### config.mk
export PLATFORM = sky130hd
export DESIGN_NAME = exec_dispatch
export DESIGN_NICKNAME = d
export VERILOG_FILES = /design/src/rtl/exec_dispatch.sv
export SDC_FILE = /design/constraint.sdc
export NUM_CORES = 1
export LEC_CHECK = 0
export ABC_AREA = 1
export CORE_AREA = 2 2 186 188
export CTS_CLUSTER_DIAMETER = 50
export DETAILED_ROUTE_END_ITERATION = 6
export DIE_AREA = 0 0 188 190
export GPL_TIMING_DRIVEN = 0
export HOLD_SLACK_MARGIN = 0.08
export SLEW_MARGIN = 20
export SYNTH_ARGS = -nofsm -noshare
export SYNTH_HDL_FRONTEND = slang
export SYNTH_SLANG_ARGS = --single-unit
### constraint.sdc
create_clock -name clk -period 2.5 [get_ports clk]
set_clock_uncertainty 0.1 [all_clocks]
set_input_delay 0.5 -clock clk [delete_from_list [all_inputs] [get_ports clk]]
set_output_delay 0.5 -clock clk [all_outputs]
set_load 0.05 [all_outputs]
### src/rtl/exec_dispatch.sv
`default_nettype none
// ============================================================================
//  Module      : exec_dispatch
//  Description : Execute-stage dispatcher. Routes decoded instructions to one
//                of NUM_UNITS functional units and returns unit results in
//                issue order through a back-pressured output register.
//  Revision    : 1.0 - initial release
// ============================================================================
module exec_dispatch #(
    parameter  int NUM_UNITS = 4,
    parameter  int DEPTH     = 4,
    parameter  int DATA_W    = 64,
    parameter  int RES_W     = 64,
    localparam int UNIT_W    = $clog2(NUM_UNITS)
) (
    input  logic                       clk,
    input  logic                       rst,
    input  logic                       flush,
    input  logic                       in_valid,
    output logic                       in_ready,
    input  logic [UNIT_W-1:0]          in_unit,
    input  logic [DATA_W-1:0]          in_data,
    output logic [NUM_UNITS-1:0]       req_valid,
    input  logic [NUM_UNITS-1:0]       req_ready,
    output logic [DATA_W-1:0]          req_data,
    input  logic [NUM_UNITS-1:0]       resp_valid,
    output logic [NUM_UNITS-1:0]       resp_ready,
    input  logic [NUM_UNITS*RES_W-1:0] resp_data,
    output logic                       res_valid,
    input  logic                       res_ready,
    output logic [RES_W-1:0]           res_data,
    output logic [UNIT_W-1:0]          res_unit
);

    localparam int PTR_W = $clog2(DEPTH);

    localparam logic [PTR_W:0]  c_depth     = (PTR_W+1)'(DEPTH);
    localparam logic [PTR_W:0]  c_cnt_one   = (PTR_W+1)'(1);
    localparam logic [PTR_W-1:0] c_ptr_one  = PTR_W'(1);
    localparam logic [UNIT_W:0] c_num_units = (UNIT_W+1)'(NUM_UNITS);

    logic [UNIT_W-1:0] r_queue [DEPTH];
    logic [PTR_W-1:0]  r_wr_ptr;
    logic [PTR_W-1:0]  r_rd_ptr;
    logic [PTR_W:0]    r_count;
    logic              r_out_v;
    logic [RES_W-1:0]  r_res_data;
    logic [UNIT_W-1:0] r_res_unit;

    logic [UNIT_W-1:0] w_unit;
    logic [UNIT_W-1:0] w_head;
    logic [RES_W-1:0]  w_head_data;
    logic              w_not_full;
    logic              w_nonempty;
    logic              w_gate;
    logic              w_out_free;
    logic              w_can_take;
    logic              w_fire;
    logic              w_take;

    // Out-of-range unit indices fall back to the misc/invalid handler.
    assign w_unit     = ({1'b0, in_unit} < c_num_units) ? in_unit : '0;
    assign w_head     = r_queue[r_rd_ptr];
    assign w_not_full = (r_count != c_depth);
    assign w_nonempty = (r_count != '0);

    // While reset is asserted every handshake output is forced low.
    assign w_gate     = rst && !flush;
    assign w_out_free = !r_out_v || res_ready;

    assign in_ready   = req_ready[w_unit] && w_not_full && w_gate;
    assign w_fire     = in_valid && in_ready;
    assign w_can_take = w_nonempty && w_out_free && w_gate;
    assign w_take     = w_can_take && resp_valid[w_head];

    assign req_data   = in_data;
    assign res_valid  = r_out_v;
    assign res_data   = r_res_data;
    assign res_unit   = r_res_unit;

    always_comb begin
        req_valid   = '0;
        resp_ready  = '0;
        w_head_data = '0;
        for (int i = 0; i < NUM_UNITS; i++) begin
            if (w_unit == UNIT_W'(i)) begin
                req_valid[i] = in_valid && w_not_full && w_gate;
            end
            if (w_head == UNIT_W'(i)) begin
                resp_ready[i] = w_can_take;
                w_head_data   = resp_data[i*RES_W +: RES_W];
            end
        end
    end

    // Queue storage needs no reset: entries are only read while count > 0.
    always_ff @(posedge clk) begin
        if (w_fire) begin
            r_queue[r_wr_ptr] <= w_unit;
        end
    end

    always_ff @(posedge clk or negedge rst) begin
        if (!rst) begin
            r_wr_ptr   <= '0;
            r_rd_ptr   <= '0;
            r_count    <= '0;
            r_out_v    <= 1'b0;
            r_res_data <= '0;
            r_res_unit <= '0;
        end else if (flush) begin
            r_wr_ptr <= '0;
            r_rd_ptr <= '0;
            r_count  <= '0;
            r_out_v  <= 1'b0;
        end else begin
            if (w_fire) begin
                r_wr_ptr <= r_wr_ptr + c_ptr_one;
            end
            if (w_take) begin
                r_rd_ptr   <= r_rd_ptr + c_ptr_one;
                r_out_v    <= 1'b1;
                r_res_data <= w_head_data;
                r_res_unit <= w_head;
            end else if (r_out_v && res_ready) begin
                r_out_v <= 1'b0;
            end
            if (w_fire && !w_take) begin
                r_count <= r_count + c_cnt_one;
            end else if (w_take && !w_fire) begin
                r_count <= r_count - c_cnt_one;
            end
        end
    end

endmodule
`default_nettype wire

* After elaboration in Yosys (flattened, before gate mapping)
Memory sizes are Yosys's and may differ from the RTL's.
Index checks and enable logic that the tools add are counted.
** Word-level totals
- Flip-flop bits (word level) :: 74
- Bits in writable memories :: 8
- Logic and storage cells :: 74
- Memories kept :: 1
** Memories
- r_queue :: depth 4, bits a word 2, read ports 1, clocked after memory_dff 0, wr ports 1, RTL line 42 : logic [UNIT_W-1:0] r_queue [DEPTH];
** Cells by class
- Add/sub/neg operators :: 4
- Magnitude comparators :: 2
- Equality and inequality tests :: 7
- Muxes and demuxes :: 28
- Bitwise gates (word level) :: 1
- Reductions and logical operators :: 25
** Operators with widths (count)
- two-way mux 64 bit :: 4
- two-way mux 1 bit :: 15
- logical AND 1 bit :: 12
- two-way mux 3 bit :: 3
- nonzero test 3 bit :: 3
- equality test 2 bit, second input constant :: 4
- two-way mux 2 bit :: 4
- < comparator 2 x 3 -> 1 bit, second input constant :: 2
- adder 2 x 1 -> 2 bit, second input constant :: 2
- binary-select mux 1 bit (select 2 bit) :: 2
- equality test 2 x 1 -> 1 bit, second input constant :: 2
- logical NOT 1 bit :: 4
- logical NOT 2 bit :: 2
- nonzero test 2 bit :: 2
- adder 3 x 1 -> 3 bit, second input constant :: 1
- inequality test 3 bit, second input constant :: 1
- subtractor 3 x 1 -> 3 bit, second input constant :: 1
- AND reduction 2 bit :: 1
- logical OR 1 bit :: 1
- NOT 1 bit :: 1

* Longest topological paths before layout
- Word-level depth :: 10
- Mapped depth :: 19
- Mapped depth without buffers :: 18

* Worst setup path after synthesis
OpenSTA, ideal clock, no wires.
- Path type :: reg2out
- From :: reg r_rd_ptr[0]
- To :: out resp_ready[3]
- Arrival :: 2.192 ns
- Required time :: 1.900 ns
- Slack :: -0.292 ns
- Stages on the path, launching flop included :: 8
- Buffers on the path :: 2
- Cell sequence :: dfrtp_1 > inv_2 > nand2_1 > nand3_1 > nand2_1 > buf_2 > buf_2 > nor3_1
** Between the ends
- Cells in the longest elaborated chain, start to end :: 3
** Ends and longest elaborated chain
- start: declaration :: RTL line 44 : logic [PTR_W-1:0] r_rd_ptr;
- start signal: assignment :: RTL line 121 : r_rd_ptr <= r_rd_ptr + c_ptr_one;
- memory read (4 x 2 bit)
- equality test 2 bit :: RTL line 89 : if (w_head == UNIT_W'(i)) begin
- two-way mux 1 bit :: RTL line 89
- end: declaration :: RTL line 27 : output logic [NUM_UNITS-1:0] resp_ready,
No other way between the ends.

* Worst setup path after layout
- From :: reg r_rd_ptr[0]
- To :: reg r_count[2]
** Between the ends
- Cells in the longest elaborated chain, start to end :: 8
- Elaborated cells between the ends (all ways) :: 10
** Ends and longest elaborated chain
- memory read (4 x 2 bit) *
- binary-select mux 1 bit (select 2 bit) * :: RTL line 74 : assign w_take = w_can_take && resp_valid[w_head];
- two-way mux 1 bit (implied by the code) * :: RTL line 74
- logical AND 1 bit * :: RTL line 74
- logical NOT 1 bit :: RTL line 128 : if (w_fire && !w_take) begin
- logical AND 1 bit :: RTL line 128
- two-way mux 3 bit :: RTL line 128
- two-way mux 3 bit :: RTL line 111 : end else if (flush) begin
- end signal: assignment :: RTL line 129 : r_count <= r_count + c_cnt_one;
- end signal: assignment :: RTL line 131 : r_count <= r_count - c_cnt_one;
- end: declaration :: RTL line 45 : logic [PTR_W:0] r_count;
Mark *: on every way between the ends. The rest lies on a longest branch, timed or not. The select of a mux whose other input is x is not followed.
A chain may end at the register's enable or synchronous reset.

==> out/results.md <==
- yes — RSZ-0062 raised after global routing
- 100% — layout-stage area growth over the synthesis result
- 0 — final hold violation count
- nand2_1 — Most Frequent Cell on Critical Path
- 3600 — fillers
- 0 — Post-DRT Antenna Nets
- 0.973 — final clock period utilization by the worst path
- 82 — clock sink total
- 2.65 ns — required time of the critical path
- 0 — Final Setup Violations
- 0 — synthesis warning total
- clkbuf_16 — root buffer cell
- 4 — number of search-and-repair iterations in the first detailed-routing pass
- 30400 um — Routed Wire Length
- 4.60 nW — leakage power
- r_rd_ptr[0] — worst reg2reg path startpoint
- 3 — CTS H-tree depth
- 188 um — die outline width
- 0.35 ns — clock insertion delay at the later pin of the skew report
- 68 — count of standard-cell rows
- register — kind of start point of the critical path
- 10800 um^2 — fin area
- 267 — starting DRC count in detailed routing
- 0 — total count of max-transition violations in the final report
- simple AND/OR/NAND/NOR gates — gate family responsible for the most delay along the worst path
- 1661 — final std cells w/o fill
- 0.386 ns — worst hold slack after final layout
- 2.58 ns — arrival time of the worst setup path
- clkdlybuf4s50_1 — leading cell type in the layout, fill and taps excluded
- register — CP endpoint kind
- 796 nW/um^2 — pwr/cell area
- completed — status
- 19 — Register-to-Register Path Depth
- 6892 — vias post-DR
- 5370 um^2 — netlist area before placement
- register to register — path type of the worst min-delay path
- 82 — Synth Register Bits
- 2 — cell count of the worst hold path
- 0.589 — worst rel slew slack
- 10100 um^2 — cell area reported after detailed placement
- 2 — antenna violations before repair
- 0.0667 ns — min setup slack post-route
- res_data[9] — startpoint of the worst hold path
- 6 — critical-path maximum fanout
- 190 um — Chip Height
- register to register — worst setup path category
- 4.15 — vias per cell
- 0 — number of diodes
- 23700 um — placed wire-length estimate
- 0.317 — share of the core filled with cells
- 0.143 — fraction of layout cells with a size suffix above 1
- 43200 um — wire length of the first global-routing pass
- 19 — total stage count of the critical path
- inv_2 -> nand2_1 -> nand3_4 -> nand2_8 -> nand2_1 -> nand2_1 -> nand2_1 -> nand2_2 -> nand2_2 -> buf_12 -> nand2_4 -> inv_1 -> fa_2 -> xnor2_2 -> inv_1 -> nand2_1 -> nand2_1 -> nand2_1 -> nand2_1 — critical path cell sequence
- 0.000357 V — peak supply drop
- 758 — gate count after technology mapping
- 0.390 — sequential-to-total area share from yosys stat
- 0.164 — overall global routing resource usage
- 411 MHz — FMAX
- 7.08 um^2 — average footprint of a synthesized cell
- 33900 um^2 — core area
- 35700 um^2 — die area
- 0.840 — RD Place Congestion
- -1.12 ns — worst slack at placement
- 0.42 ns — slowest cell delay on critical path
- 410 — count of input and output buffers
- 1625 — Cell Count Post-Placement
- 23 — number of library cell types mapped by synthesis
- 0 ns — Setup TNS Final
- yes — TritonCTS clock tree
- 2.43 ns — Min Clock Period, post-route
- 39 — pin count of the biggest net entering global routing
- 475 — IO Count
- 9 — total CTS buffers
- 2 — buffer depth of the longest clock path
- 0.08 ns — clock-pin slew of the registers on the worst-case setup and hold paths
- 1098 — total nets after synthesis
- clkdlybuf4s50_1 (397), nand2_1 (230), nand3_1 (134) — highest-count cells in the layout ignoring fill and taps
- 4 — Bufs and invs on worst path
- dfrtp_2 — critical path's slowest cell
- 0 — total DRC errors in the routed layout
- 1541 — net count reported at finish
- r_rd_ptr[0] — Critical Path Start
- 18.3 um — average detailed-routed wire length per instance
- 0.616 ns — worst slew pin tran
- 0 — maximum capacitance violations
- 8.56 mW — total design power
- 7103 — number of global-route vias before repair
- 0.158 — initial core utilization
- 0 — total overflow reported by the global router
[what timing repair did]
action                                  in CTS  in global routing
buffers inserted                            11                  8
hold buffers                                 2                  0
pin swaps                                    4                  4
gates resized for setup                    104                 20
cloned                                       0                  0
endpoints found under the setup margin      81                 46
endpoints found under the hold margin       38                  0
[routing by layer]
layer	share of wire	vias up	track usage	wire, um
li1	-	3354	-	-
met1	0.39	3160	0.184	11800
met2	0.51	337	0.300	15600
met3	0.073	37	0.0422	2210
met4	0.026	4	0.0560	795
met5	0.00089	-	0	27
[where the power goes]
| part | internal (mW) | leakage (nW) | switching (mW) | total [mW] |
|---|---|---|---|---|
| Combinational | 1.80 | 3.41 | 3.14 | 4.94 |
| Clock | 0.795 | 0.151 | 0.655 | 1.45 |
| Sequential | 1.87 | 1.03 | 0.294 | 2.17 |
| Total | 4.47 | 4.60 | 4.09 | 8.56 |
[cell families after synthesis]
logic type | count (synthesis) | synth area share
compound gates | 137 | 0.128
xor+xnor | 1 | 0.00163
fa+ha+maj | 5 | 0.0130
buf+inv | 134 | 0.149
flops | 82 | 0.390
simple gates | 399 | 0.319
[tightest hold or removal path, cell delays in order (launching register included)]
cell     delay, ns
dfrtp_1       0.34
nand2_1       0.05
o21ai_0       0.06
[cells in the mapped netlist]
master    number  share of area
dfrtp_1       74           0.34
a21oi_1       67          0.062
nand4_1        3         0.0035
edfxtp_1       8          0.045
nor2_4         1         0.0021
buf_2         23          0.021
fa_1           1         0.0037
o21ai_0       35          0.033
nor2_1        14         0.0098
o21ai_1       34          0.032
nand3_2        2         0.0037
buf_4         67          0.094
nand2_1      234           0.16
xnor2_1        1         0.0016
inv_2          3         0.0021
nand2_4        1         0.0021
buf_6          2         0.0042
clkbuf_1      19          0.013
o31ai_1        1         0.0014
inv_1         20          0.014
nand3_1      136           0.13
nor3_1         8         0.0075
ha_1           4         0.0093
[final cells by class]
| class | count | area (um^2) | share of cell area |
|---|---|---|---|
| Multi-Input combinational cell | 542 | 2590 | 0.241 |
| Buffer | 110 | 793 | 0.0737 |
| Clock inverter | 7 | 82.6 | 0.00768 |
| Clock buffer | 9 | 225 | 0.0209 |
| Sequential cell | 82 | 2090 | 0.195 |
| Timing Repair Buffer | 433 | 4310 | 0.401 |
| Inverter | 23 | 91.3 | 0.00849 |
| Tap cell | 455 | 569 | 0.0529 |
[registers in the layout, indices dropped and copies added (netlist names)]
name       flops
r_count        3
r_queue        8
r_rd_ptr       2
r_wr_ptr       2
res_data      64
res_unit       2
res_valid      1
[final timing paths]
kind	endpoint	slack, ns
worst min register to register	res_data[9]	0.39
max in group asynchronous	r_rd_ptr[0]	1.28
worst max-delay path	r_count[2]	0.07
min in group asynchronous	res_data[16]	0.76
worst min-delay path	res_data[9]	0.39
worst max register to register	r_count[2]	0.07
No activity file was read; power rests on OpenSTA's default activity.
